### src/rtl/rgb2gray_pkg.sv
// rgb2gray_pkg: shared types and luma constants for the RGB-to-gray pipeline.
package rgb2gray_pkg;

   // Luma standard selected per frame
   typedef enum logic [1:0] {
      MODE_601  = 2'd0,
      MODE_709  = 2'd1,
      MODE_AVG  = 2'd2,
      MODE_PROG = 2'd3
   } mode_e;

   // Frame tracking state on the output side
   typedef enum logic {
      ST_IDLE   = 1'b0,
      ST_ACTIVE = 1'b1
   } frame_state_e;

   // 8-bit fractional coefficients; each triple sums to 256
   localparam int unsigned K601_R = 77;
   localparam int unsigned K601_G = 150;
   localparam int unsigned K601_B = 29;
   localparam int unsigned K709_R = 54;
   localparam int unsigned K709_G = 183;
   localparam int unsigned K709_B = 19;
   localparam int unsigned KAVG_R = 85;
   localparam int unsigned KAVG_G = 86;
   localparam int unsigned KAVG_B = 85;

endpackage

### src/rtl/gray_mac3.sv
// gray_mac3: weighted sum of three channels with rounding and saturation.
// Two register stages (products, then result), both advancing on en.
module gray_mac3
   import rgb2gray_pkg::*;
#(
   parameter int unsigned DATA_WIDTH = 8,
   parameter int unsigned COEF_WIDTH = 8
) (
   input  logic                  clk,
   input  logic                  rst,
   input  logic                  en,
   input  logic [DATA_WIDTH-1:0] red_i,
   input  logic [DATA_WIDTH-1:0] green_i,
   input  logic [DATA_WIDTH-1:0] blue_i,
   input  logic [COEF_WIDTH:0]   coef_r_i,
   input  logic [COEF_WIDTH:0]   coef_g_i,
   input  logic [COEF_WIDTH:0]   coef_b_i,
   output logic [DATA_WIDTH-1:0] gray_o
);

   localparam int unsigned PW = DATA_WIDTH + COEF_WIDTH + 1;
   localparam int unsigned SW = PW + 2;
   localparam int unsigned QW = SW - COEF_WIDTH;
   localparam logic [SW-1:0] RND = SW'(1) << (COEF_WIDTH - 1);

   logic [PW-1:0] prod_r, prod_g, prod_b;
   logic [SW-1:0] sum;
   logic [QW-1:0] quot;
   logic [DATA_WIDTH-1:0] sat;

   // S2: per-channel products
   always_ff @(posedge clk or negedge rst) begin
      if (!rst) begin
         prod_r <= '0;
         prod_g <= '0;
         prod_b <= '0;
      end else if (en) begin
         prod_r <= PW'(red_i)   * PW'(coef_r_i);
         prod_g <= PW'(green_i) * PW'(coef_g_i);
         prod_b <= PW'(blue_i)  * PW'(coef_b_i);
      end
   end

   // S3 combinational part: sum, round to nearest, drop fraction, clamp
   always_comb begin
      sum  = SW'(prod_r) + SW'(prod_g) + SW'(prod_b) + RND;
      quot = sum[SW-1:COEF_WIDTH];
      sat  = quot[DATA_WIDTH-1:0];
      if (|quot[QW-1:DATA_WIDTH]) begin
         sat = '1;
      end
   end

   // S3: result register
   always_ff @(posedge clk or negedge rst) begin
      if (!rst) begin
         gray_o <= '0;
      end else if (en) begin
         gray_o <= sat;
      end
   end

endmodule

### src/rtl/rgb2gray_pipe.sv
// rgb2gray_pipe: 3-stage RGB-to-gray converter with valid/ready flow control,
// per-frame luma mode, SOF/EOF sideband and output-side frame tracking.
module rgb2gray_pipe
   import rgb2gray_pkg::*;
#(
   parameter int unsigned DATA_WIDTH = 8,
   parameter int unsigned COEF_WIDTH = 8,
   parameter int unsigned CNT_WIDTH  = 20
) (
   input  logic                  clk,
   input  logic                  rst,
   input  logic [DATA_WIDTH-1:0] red_i,
   input  logic [DATA_WIDTH-1:0] green_i,
   input  logic [DATA_WIDTH-1:0] blue_i,
   input  logic                  valid_i,
   input  logic                  sof_i,
   input  logic                  eof_i,
   output logic                  ready_o,
   input  logic [1:0]            mode_i,
   input  logic [COEF_WIDTH:0]   coef_r_i,
   input  logic [COEF_WIDTH:0]   coef_g_i,
   input  logic [COEF_WIDTH:0]   coef_b_i,
   output logic [DATA_WIDTH-1:0] gray_o,
   output logic                  valid_o,
   output logic                  sof_o,
   output logic                  eof_o,
   input  logic                  ready_i,
   output logic [CNT_WIDTH-1:0]  pix_cnt_o,
   output logic                  frame_done_o,
   output logic                  err_o
);

   localparam int unsigned KW  = COEF_WIDTH + 1;
   localparam int unsigned KSH = COEF_WIDTH - 8;

   function automatic logic [COEF_WIDTH:0] kscale(input int unsigned k8);
      return KW'(k8 << KSH);
   endfunction

   logic adv, accept, load_mode, out_hs;
   mode_e mode_q, mode_eff;
   logic [COEF_WIDTH:0] cpr_q, cpg_q, cpb_q;
   logic [COEF_WIDTH:0] k_r, k_g, k_b;
   logic [DATA_WIDTH-1:0] r1, g1, b1;
   logic [COEF_WIDTH:0] kr1, kg1, kb1;
   logic v1, sof1, eof1, v2, sof2, eof2;
   frame_state_e state_q, state_d;
   logic err_set;

   assign adv       = ready_i | ~valid_o;
   assign ready_o   = adv;
   assign accept    = valid_i & adv;
   assign load_mode = accept & sof_i;
   assign out_hs    = valid_o & ready_i;

   // Coefficient selection; an accepted SOF beat bypasses the mode register
   // so the first pixel of a frame already uses the new mode.
   always_comb begin
      mode_eff = load_mode ? mode_e'(mode_i) : mode_q;
      k_r = '0;
      k_g = '0;
      k_b = '0;
      unique case (mode_eff)
         MODE_601: begin
            k_r = kscale(K601_R);
            k_g = kscale(K601_G);
            k_b = kscale(K601_B);
         end
         MODE_709: begin
            k_r = kscale(K709_R);
            k_g = kscale(K709_G);
            k_b = kscale(K709_B);
         end
         MODE_AVG: begin
            k_r = kscale(KAVG_R);
            k_g = kscale(KAVG_G);
            k_b = kscale(KAVG_B);
         end
         MODE_PROG: begin
            k_r = load_mode ? coef_r_i : cpr_q;
            k_g = load_mode ? coef_g_i : cpg_q;
            k_b = load_mode ? coef_b_i : cpb_q;
         end
      endcase
   end

   // Mode register: captured only on accepted SOF beats
   always_ff @(posedge clk or negedge rst) begin
      if (!rst) begin
         mode_q <= MODE_601;
         cpr_q  <= '0;
         cpg_q  <= '0;
         cpb_q  <= '0;
      end else if (load_mode) begin
         mode_q <= mode_e'(mode_i);
         cpr_q  <= coef_r_i;
         cpg_q  <= coef_g_i;
         cpb_q  <= coef_b_i;
      end
   end

   // S1 data and the valid/sideband pipe, all frozen while the output stalls
   always_ff @(posedge clk or negedge rst) begin
      if (!rst) begin
         r1 <= '0; g1 <= '0; b1 <= '0;
         kr1 <= '0; kg1 <= '0; kb1 <= '0;
         v1 <= 1'b0; sof1 <= 1'b0; eof1 <= 1'b0;
         v2 <= 1'b0; sof2 <= 1'b0; eof2 <= 1'b0;
         valid_o <= 1'b0; sof_o <= 1'b0; eof_o <= 1'b0;
      end else if (adv) begin
         r1 <= red_i; g1 <= green_i; b1 <= blue_i;
         kr1 <= k_r; kg1 <= k_g; kb1 <= k_b;
         v1 <= accept; sof1 <= sof_i & accept; eof1 <= eof_i & accept;
         v2 <= v1; sof2 <= sof1; eof2 <= eof1;
         valid_o <= v2; sof_o <= sof2; eof_o <= eof2;
      end
   end

   gray_mac3 #(
      .DATA_WIDTH(DATA_WIDTH),
      .COEF_WIDTH(COEF_WIDTH)
   ) u_mac (
      .clk      (clk),
      .rst      (rst),
      .en       (adv),
      .red_i    (r1),
      .green_i  (g1),
      .blue_i   (b1),
      .coef_r_i (kr1),
      .coef_g_i (kg1),
      .coef_b_i (kb1),
      .gray_o   (gray_o)
   );

   // Frame state register
   always_ff @(posedge clk or negedge rst) begin
      if (!rst) begin
         state_q <= ST_IDLE;
      end else begin
         state_q <= state_d;
      end
   end

   // Frame next-state and protocol error detection on output handshakes
   always_comb begin
      state_d = state_q;
      err_set = 1'b0;
      if (out_hs) begin
         if (sof_o) begin
            err_set = (state_q == ST_ACTIVE);
            state_d = eof_o ? ST_IDLE : ST_ACTIVE;
         end else if (state_q == ST_ACTIVE) begin
            if (eof_o) begin
               state_d = ST_IDLE;
            end
         end else begin
            // any non-SOF beat in IDLE, eof included
            err_set = 1'b1;
         end
      end
   end

   // Pixel counter, frame-done pulse and sticky error flag
   always_ff @(posedge clk or negedge rst) begin
      if (!rst) begin
         pix_cnt_o    <= '0;
         frame_done_o <= 1'b0;
         err_o        <= 1'b0;
      end else begin
         frame_done_o <= out_hs & eof_o;
         err_o        <= err_o | err_set;
         if (out_hs) begin
            if (sof_o) begin
               pix_cnt_o <= CNT_WIDTH'(1);
            end else if (state_q == ST_ACTIVE && pix_cnt_o != '1) begin
               pix_cnt_o <= pix_cnt_o + CNT_WIDTH'(1);
            end
         end
      end
   end

endmodule

### config.mk
export PLATFORM = sky130hd
export DESIGN_NAME = rgb2gray_pipe
export DESIGN_NICKNAME = d
export VERILOG_FILES = /design/src/rtl/rgb2gray_pkg.sv /design/src/rtl/gray_mac3.sv /design/src/rtl/rgb2gray_pipe.sv
export SDC_FILE = /design/constraint.sdc
export NUM_CORES = 1
export LEC_CHECK = 0
export ABC_CLOCK_PERIOD_IN_PS = 5500
export CAP_MARGIN = 40
export CORE_ASPECT_RATIO = 0.9
export CORE_MARGIN = 5
export CORE_UTILIZATION = 33
export CTS_CLUSTER_DIAMETER = 40
export DETAILED_ROUTE_END_ITERATION = 8
export GPL_TIMING_DRIVEN = 0
export PLACE_DENSITY = 0.6
export RECOVER_POWER = 25
export SYNTH_ARGS = -nofsm -noshare
export SYNTH_HDL_FRONTEND = slang
export SYNTH_HIERARCHICAL = 1
export SYNTH_SLANG_ARGS = --single-unit
### constraint.sdc
create_clock -name clk -period 5.5 [get_ports clk]
set_input_delay 1.1 -clock clk [delete_from_list [all_inputs] [get_ports clk]]
set_output_delay 1.1 -clock clk [all_outputs]
set_load 0.005 [all_outputs]
* Yosys cells after proc, flatten, opt, wreduce, memory -nomap -nowiden
Cells that the tools add are included.
** Storage, ports and cells
- Register bits after elaboration :: 171
- Bits of input ports :: 59
- Output and inout bits :: 34
** Operators by class
- $add $sub $neg :: 4
- Multipliers :: 3
- Equality and inequality tests :: 4
- Muxes and demuxes :: 16
- Bitwise operators :: 8
- Reductions and logical operators :: 5
** Operators with widths (number)
- 9-bit case mux with 4 select lines :: 3
- 8-bit by 9-bit multiplier with 17-bit output :: 3
- 20-bit 2-to-1 mux :: 2
- 9-bit 2-to-1 mux :: 3
- 20-bit by 1-bit adder with 20-bit output, second input constant :: 1
- 20-bit != test, second input constant :: 1
- 19-bit by 17-bit adder with 19-bit output :: 1
- 19-bit by 8-bit adder with 19-bit output, second input constant :: 1
- 17-bit by 17-bit adder with 18-bit output :: 1
- 8-bit 2-to-1 mux :: 1
- 1-bit 2-to-1 mux :: 6
- 1-bit bitwise AND :: 5
- 2-bit equality test, second input constant :: 2
- 3-bit OR reduction :: 1
- 2-bit by 1-bit equality test with 1-bit output, second input constant :: 1
- 2-bit logical NOT :: 1
- 2-bit 2-to-1 mux :: 1
- 1-bit OR :: 2
- 2-bit AND reduction :: 1
- 2-bit nonzero test :: 1
- 1-bit logical AND :: 1
- 1-bit inverter :: 1

* Depth between registers and ports, before layout
Gate-level depths: netlist of run 1.
- Depth after elaboration :: 7
- Depth in mapped cells :: 17
- Gate-level depth less buffers :: 17

* Modules after synthesis
Netlist of run 1, hierarchy kept.
** Modules (own cells, without submodules)
- gray_mac3 :: times used 1, cells an instance 1073, area each 10177.3 um^2
- rgb2gray_pipe :: times used 1, cells an instance 427, area each 4657.0 um^2

* Least setup slack after synthesis of run 1
OpenSTA, ideal clock, no wires.
- Kind :: reg2reg
- From :: register kr1[1]
- To :: register u_mac.prod_r[14]
- Setup time :: 0.136 ns
- Arrival :: 4.130 ns
- Data required time :: 5.364 ns
- Setup slack :: 1.234 ns
- Stages on the path, launching flop included :: 16
- Path buffers :: 0
- Period minus slack after synthesis :: 4.266 ns
- Cells stage by stage :: dfrtp_1 and2_1 fa_1 fa_1 inv_1 fa_1 fa_1 inv_1 ha_1 o21ai_0 o21ai_1 a2111oi_2 o31ai_1 o31ai_1 xor2_1 a21oi_1
** On the way
- Cells in the longest elaborated chain, start to end :: 1
** RTL lines
- from (decl) :: RTL line rgb2gray_pipe.sv:45 : logic [COEF_WIDTH:0] kr1, kg1, kb1;
- from (signal assigned) :: RTL line rgb2gray_pipe.sv:112 : kr1 <= k_r; kg1 <= k_g; kb1 <= k_b;
- 8-bit by 9-bit multiplier with 17-bit output :: RTL line gray_mac3.sv:38 : prod_r <= PW'(red_i) * PW'(coef_r_i);
- to (signal assigned) :: RTL line gray_mac3.sv:38
- to (decl) :: RTL line gray_mac3.sv:26 : logic [PW-1:0] prod_r, prod_g, prod_b;
No other way between the ends.
A chain may end at the register's enable or synchronous reset.

* Worst setup path after layout of run 1
- From :: register kg1[1]
- To :: register u_mac.prod_g[14]
** On the way
- Cells in the longest elaborated chain, start to end :: 1
** RTL lines
- from (decl) :: RTL line rgb2gray_pipe.sv:45
- from (signal assigned) :: RTL line rgb2gray_pipe.sv:112
- 8-bit by 9-bit multiplier with 17-bit output :: RTL line gray_mac3.sv:39 : prod_g <= PW'(green_i) * PW'(coef_g_i);
- to (signal assigned) :: RTL line gray_mac3.sv:39
- to (decl) :: RTL line gray_mac3.sv:26
No other way between the ends.

==> out/results.ini, run 1 <==
[sta]
setup_viol=0
fin_hold_ws_ns=0.4599
max_slew.worst_pin.slew_ns=3.691
hold_viol=0
grt_setup_unrepaired=false
fmax_mhz=205.1
slew_headroom_pct=-146.0
drv_slew=77
period_share_pct=88.64
tns_ns=0
skew_ns=0.01647
period_minus_slack_ns=4.875

[clock_network]
numCtsBuffers=17
cts_tree=done
ctsHoldBuffers=0
cts.clk_slew.worst_paths_ns=0.08
clock_path_buffers=2
post-cts-setup-buffers=0
htreeDepth=4
cts_resized=0
cts_sinks=171
cts_root_buf=clkbuf_16
clk_latency_ns=0.45

[final_layout]
drive_above_1_share_pct=6.765
area_growth_pct=15.86
nets=1957
fillers=4413
final-instance-count-excl-fill=2226
antenna_cells=0
final_area_um2=17190

[floorplan]
core_area_um2=44300
die-width_um=233.5
fp-row-count=73
num_io_pins=93
initial_core_util_pct=33.49
die_area_um2=49300
die_h_um=211.1

[worst_setup_path]
max_stage_delay_ns=0.56
startpoint=kg1[1]
r2r-end=u_mac/prod_g[14]
path_cells=and2_1, fa_1, fa_1, inv_1, fa_1, fa_1, inv_1, ha_1, o21ai_0, o21a_1, o21ai_0, a311oi_1, a21oi_1, xnor2_1, a21oi_1
start_kind=register
crit_required_ns=5.80
cpMaxStageDelayCell=fa_1
cp_common_cell=fa_1
endpoint=u_mac/prod_g[14]
reg2reg_slack_ns=0.62
critPathKind=reg2reg
cp-end-kind=register
cp_max_fo=9
r2r_cells=15
arrival_ns=5.17
r2r-start=kg1[1]

[synth]
synth-main-ff-cell=dfrtp_1
syn-instance-count=1500
ys_warn_count=6
synth.distinct_cells=66
synth-seq-cells=171
synth_top_area_cell=dfrtp_1
async_flop_share_pct=100.0
syn_nets=1844
yosysTopAreaCellShare_pct=28.85
synth_edf_count=0
ys_top_cells_by_area=dfrtp_1 29%, fa_1 19%, ha_1 12%
seq_area_frac_synth_pct=28.85
avgSynthCellArea_um2=9.889
syn-cell-area_um2=14830

[detailed_routing]
ant_nets=0
vias=10824
drt_pass1_iterations=5
drc_errors=0
via_per_inst=4.863
first_iter_violations=689
wirelength_um=37390
wl_per_cell_um=16.80

[placed_design]
dpl_cell_area_um2=16550
place_congestion=0.8704
placedCellCount=2194
dp_hpwl_um=29510
portBuffers=92

[grt]
overflow=0
grt_pass1_vias=11287
grt_pass1_wl_um=60980
track_usage_pct=15.37
antenna_found_initial=0
grt_start_max_net_pins=96

[hold_path]
min_path_type=reg2reg

[run]
max_cap_violations=1

[status]
outcome=complete, but fails checks
violations=capacitance limit, slew limit

[logic make-up after synthesis]
logic type | count (synthesis) | synth area share, %
adder cells (fa/ha/maj) | 285 | 31.22
AO/OA/AOI/OAI | 241 | 10.87
multiplexers | 52 | 4.487
flip-flops | 171 | 28.85
buffers and inverters | 227 | 5.997
AND/OR/NAND/NOR | 498 | 17.04
XOR/XNOR | 26 | 1.535
[state kept, by name, summed over array words and instances, names as in the netlist, 2 cells and up]
register	count
u_mac/prod_b	17
kr1	9
r1	8
u_mac/gray_o	8
cpr_q	9
cpg_q	9
u_mac/prod_g	17
kb1	9
pix_cnt_o	20
b1	8
cpb_q	9
mode_q	2
kg1	9
u_mac/prod_r	17
g1	8
[worst min path at each step]
stage,startpoint,endpoint,slack [ns],cells after the start
finish,v2,valid_o,0.46,1
global route,v2,valid_o,0.49,1
CTS,v2,valid_o,0.46,1
detailed placement,v2,valid_o,0.45,1
global placement,v2,valid_o,0.44,1
floorplan,v2,v2,0.43,2
[cell usage in the layout (no fill, tap or decap), types with 18 or more instances in the layout]
master	netlist	layout
inv_1	191	191
and2_1	184	184
nand2_1	176	176
dfrtp_1	171	171
ha_1	143	143
fa_1	142	142
clkdlybuf4s50_1	0	90
a21oi_1	62	62
nor2_1	60	60
o21ai_0	51	51
mux2_2	28	28
clkbuf_1	20	20
nand3_1	18	18
[Yosys cell counts (6+ instances only)]
library cell  count
or3_1             6
a21oi_1          62
o21a_1            7
a41oi_1           7
o21bai_1          6
a211oi_1         14
nand2b_1          9
o21ai_0          51
o22a_2            6
a22o_1            8
ha_1            143
and2_1          184
a31oi_1          17
o22a_1            6
a21o_1           16
o31ai_1          14
nor2_1           60
nor3_1            6
nand2_1         176
clkbuf_1         20
nand3_1          18
mux2_2           28
nand4_1           7
fa_1            142
dfrtp_1         171
xor2_1           10
and3_1           11
xnor2_1          16
mux2_4           17
inv_1           191
[cell type report]
class	instances	area [um2]	area share, %
buffer	33	161.4	0.9391
clock buffer	17	425.4	2.475
clock inverter	15	212.7	1.238
inverter	194	728.2	4.237
multi-input combinational	1102	9666	56.24
sequential	171	4279	24.90
tap	600	750.7	4.368
timing repair buffer	94	963.4	5.606
[metal layers]
metal	vias up	GRT usage (%)	part of all wire, %
li1	5185	-	-
met3	26	2.272	3.4
met2	188	24.27	46
met4	0	3.057	1.2
met5	-	0	0
met1	5425	22.66	50
[per-stage QoR]
stage	worst slack, ns	utilization [%]
6_report	0.6249	38.80
5_1_grt	0.2778	38.80
4_1_cts	0.6027	38.81
3_5_place_dp	0.6443	37.37
3_3_place_gp	-3.870	37.26
2_1_floorplan	1.234	-
[worst max-delay path, delay by kind of cell (launching register included)]
| kind | cells | cell delay [ns] |
|---|---|---|
| AND/OR/NAND/NOR | 1 | 0.25 |
| adder cells (fa/ha/maj) | 5 | 2.34 |
| XOR/XNOR | 1 | 0.29 |
| buffers and inverters | 2 | 0.09 |
| AO/OA/AOI/OAI | 6 | 1.24 |
| flip-flops | 1 | 0.52 |
Power of run 1 is left out: the tool's default activity adds up to more than one toggle a clock period on the data nets, which glitch-free logic cannot reach.
==> inputs of run 2 (changes only) <==
Settings changed: CORE_ASPECT_RATIO 0.9 to not set.
==> run 2 against run 1 <==
Fmax is 0.30% higher. Sequential share of layout area barely moved. Sequential cell count stayed put. Cell count shrank 0.31%. Hold slack better by 0.0096 ns. Register-to-register slack is essentially flat. Routed wire length shrank 3.2%. Utilization shrank 0.081 points. Critical path depth did not move. Setup slack better by 0.015 ns. The flow still finishes with violations (capacitance limit, slew limit). Largest cell class unchanged.
==> out/results.ini, run 2 (same netlist as run 1, synthesis figures left out) <==
[status]
outcome=complete, but fails checks
violations=capacitance limit, slew limit

[worst_setup_path]
path_cells=and2_1, fa_1, fa_1, inv_1, fa_1, fa_1, inv_1, ha_1, o21ai_0, o21ai_1, a2111oi_2, o31ai_1, o31ai_1, xor2_1, a21oi_1
cpMaxStageDelayCell=fa_1
start_kind=register
arrival_ns=5.15
cp-end-kind=register
max_stage_delay_ns=0.54
crit_required_ns=5.79
cp_common_cell=fa_1
cp_num_buf_inv=2
cp_max_fo=9
crit_family=adder cells
critPathKind=reg2reg

[clock_network]
cts_resized=0
numCtsBuffers=17
ctsHoldBuffers=0
clock_path_buffers=2
clk_latency_ns=0.45
htreeDepth=4
cts_tree=done
cts_root_buf=clkbuf_16
cts.clk_slew.worst_paths_ns=0.08
cts_sinks=171
post-cts-setup-buffers=0

[detailed_routing]
drt_pass1_iterations=5
first_iter_violations=478
drc_errors=0
via_per_inst=4.867
vias=10799
wl_per_cell_um=16.32
wirelength_um=36210
ant_nets=0

[grt]
grt_pass1_wl_um=60400
antenna_found_initial=1
overflow=0
grt_start_max_net_pins=99
grt_pass1_vias=11356
track_usage_pct=14.86

[sta]
period_minus_slack_ns=4.861
setup_viol=0
skew_ns=0.01740
period_share_pct=88.37
slew_headroom_pct=-68.42
hold_viol=0
max_slew.worst_pin.slew_ns=2.526
fmax_mhz=205.7
drv_slew=98
grt_setup_unrepaired=false

[placed_design]
portBuffers=92
dp_hpwl_um=28860
place_congestion=0.8375
dpl_cell_area_um2=16540

[final_layout]
seq_area_um2=4279
largest_reg_flops=20
final_area_um2=17160
regMostFlops=pix_cnt_o
fillers=4464
drive_above_1_share_pct=6.827
area_growth_pct=15.66
nets=1957
layout_common_cells=191 x inv_1, 184 x and2_1, 176 x nand2_1
final_common_cell=inv_1
multi_input_area_um2=9666

[floorplan]
initial_core_util_pct=33.47
num_io_pins=93
die_area_um2=49290
die_h_um=222.0
die-width_um=222.0
core_area_um2=44320
fp-row-count=77

[hold_path]
min_path_type=reg2reg

[run]
max_cap_violations=1

[run 2: cell count changes in the layout (fill, tap and decap cells not counted), sizes merged]
cell           change
dlygate4sd3        -1
inv                -5
clkdlybuf4s50      +1
clkdlybuf4s25      -1
clkbuf             +2
diode              +1
clkinv             +2
clkinvlp           +2
[run 2: per-stage QoR]
step	utilization, %	std cells	hold slack [ns]	setup TNS [ns]	worst slack, ns
2_1_floorplan	-	1500	0.4300	0	1.234
3_3_place_gp	37.22	2184	0.4481	-651.27	-3.827
3_5_place_dp	37.32	2186	0.4547	0	0.5602
4_1_cts	38.73	2218	0.4744	0	0.6057
5_1_grt	38.71	2218	0.4929	0	0.3427
6_report	38.72	2219	0.4696	0	0.6395
[run 2: cell type report]
cell class	count	area share, %
antenna	1	0.01458
timing repair buffer	94	5.564
multi-input combinational	1102	56.33
clock inverter	14	1.087
inverter	194	4.244
tap	592	4.317
buffer	33	0.9407
sequential	171	24.94
clock buffer	18	2.560
[run 2: tightest hold or removal path: cells and delay by family (launching register included)]
| kind | cells | cell delay (ns) |
|---|---|---|
| AND/OR/NAND/NOR | 2 | 0.10 |
| flip-flops | 1 | 0.34 |
[run 2: path summary, 6_finish.rpt]
check	start	to	slack [ns]	cells after the start
worst max-delay path	kr1[1]	u_mac/prod_r[14]	0.64	15
worst min-delay path	eof1	eof1	0.47	2
worst max register to register	kr1[1]	u_mac/prod_r[14]	0.64	15
worst min register to register	eof1	eof1	0.47	2
max in group asynchronous	rst	u_mac/prod_r[10]	2.57	1
min in group asynchronous	rst	pix_cnt_o[2]	1.43	1
[run 2: per-layer routing]
metal	global-route usage (%)	share of wire (%)
met5	0	0.044
met4	3.798	2.1
met3	3.151	4.2
met2	24.58	48
met1	19.96	46
Power of run 2 is left out for the same reason.
==> inputs of run 3 (changes only) <==
--- a/constraint.sdc
+++ b/constraint.sdc
@@ -3,2 +3,2 @@
 set_output_delay 1.1 -clock clk [all_outputs]
-set_load 0.005 [all_outputs]
+set_load 0.1 [all_outputs]
==> run 3 against run 2 <==
The run still ends with capacitance limit, slew limit left. Sequential cell count unchanged. Setup slack improved by 0.0024 ns. Via count up 1.6%. Die area unchanged. Fmax about the same. Critical endpoint is now ready_o.
==> out/results.ini, run 3 (same netlist as run 1, synthesis figures left out) <==
[status]
outcome=complete, but fails checks
violations=capacitance limit, slew limit

[sta]
timing.final.ws_setup_ns=0.6419
skew_ns=0.01488
period_minus_slack_ns=4.858
grt_setup_unrepaired=false
fmax_mhz=205.8
slew_headroom_pct=-71.63
drv_slew=98
setup_viol=0
max_slew.worst_pin.slew_ns=2.574
hold_viol=0
period_share_pct=88.33

[worst_setup_path]
start_kind=input port
crit_required_ns=4.40
cp-end-kind=primary output
cp_num_buf_inv=7
crit_family=buffers and inverters
critPathKind=in2out
arrival_ns=3.76
max_stage_delay_ns=0.63
path_cells=clkdlybuf4s50_1, nor2b_1, buf_4, inv_2, clkbuf_1, clkbuf_1, clkdlybuf4s50_1, buf_8
cpMaxStageDelayCell=clkdlybuf4s50_1
cp_max_fo=10

[final_layout]
area_growth_pct=20.23
largest_reg_flops=20
fillers=4410
drive_above_1_share_pct=8.735
final_common_cell=inv_1
layout_common_cells=191 x inv_1, 184 x and2_1, 176 x nand2_1
nets=1991
regMostFlops=pix_cnt_o
final-instance-count-excl-fill=2253

[detailed_routing]
via_per_inst=4.871
first_iter_violations=534
ant_nets=0
drt_pass1_iterations=5
vias=10974
wl_per_cell_um=16.17
wirelength_um=36440
drc_errors=0

[clock_network]
cts_tree=done
clock_path_buffers=2
cts.clk_slew.worst_paths_ns=0.07
post-cts-setup-buffers=0
ctsHoldBuffers=0
cts_root_buf=clkbuf_16
htreeDepth=4
cts_sinks=171
cts_resized=0
clk_latency_ns=0.45
numCtsBuffers=17

[grt]
grt_start_max_net_pins=99
overflow=0
track_usage_pct=15.02
grt_pass1_vias=11417
grt_pass1_wl_um=60770
antenna_found_initial=2

[floorplan]
fp-row-count=77
num_io_pins=93
initial_core_util_pct=33.47
die_h_um=222.0
die_area_um2=49290
core_area_um2=44320
die-width_um=222.0

[run]
max_cap_violations=1

[placed_design]
place_congestion=0.8375
placedCellCount=2220
place_ws_ns=0.6282
dp_hpwl_um=29130
portBuffers=92

[hold_path]
min_path_type=reg2reg

## run 3: layout make-up
| type | instances | area [um2] | share of cell area [%] |
|---|---|---|---|
| clock inverter | 15 | 178.9 | 1.003 |
| clock buffer | 17 | 425.4 | 2.385 |
| multi-input combinational | 1102 | 9666 | 54.20 |
| buffer | 33 | 161.4 | 0.9050 |
| timing repair buffer | 128 | 1653 | 9.268 |
| antenna | 1 | 2.502 | 0.01403 |
| tap | 592 | 740.7 | 4.153 |
| inverter | 194 | 728.2 | 4.083 |
| sequential | 171 | 4279 | 23.99 |
## run 3: stage by stage
step | hold slack, ns | instance area [um2] | TNS, ns | util, %
global placement | 0.4481 | 16500 | -651.46 | 37.22
CTS | 0.4720 | 17840 | 0 | 40.26
global route | 0.4893 | 17830 | 0 | 40.24
floorplan | 0.4300 | 14830 | 0 | -
detailed placement | 0.4532 | 17240 | 0 | 38.90
finish | 0.4682 | 17830 | 0 | 40.24
## run 3: worst paths after layout
path,slack (ns),from,cells past startpoint,to
setup reg to reg,0.65,kr1[2],15,u_mac/prod_r[14]
hold / removal,0.47,v2,2,v2
setup / recovery,0.64,ready_i,8,ready_o
hold reg to reg,0.47,v2,2,v2
max in group asynchronous,2.53,rst,1,kr1[6]
min in group asynchronous,1.44,rst,1,pix_cnt_o[9]
## run 3: worst min-delay path: stages, from the launching register on
cell and delay (ns):
dfrtp_1 0.34, nand2_1 0.05, nand2_1 0.05
## run 3: metal layers
metal  vias up  wire length (um)  GRT usage [%]  share of wire (%)
met2       195             17660          25.08                 48
met1      5481             16670          20.08                 46
met3        27              1520          3.403                4.2
li1       5269                 -              -                  -
met5         -                 7              0              0.019
met4         2               577          3.221                1.6
Power of run 3 is left out for the same reason.
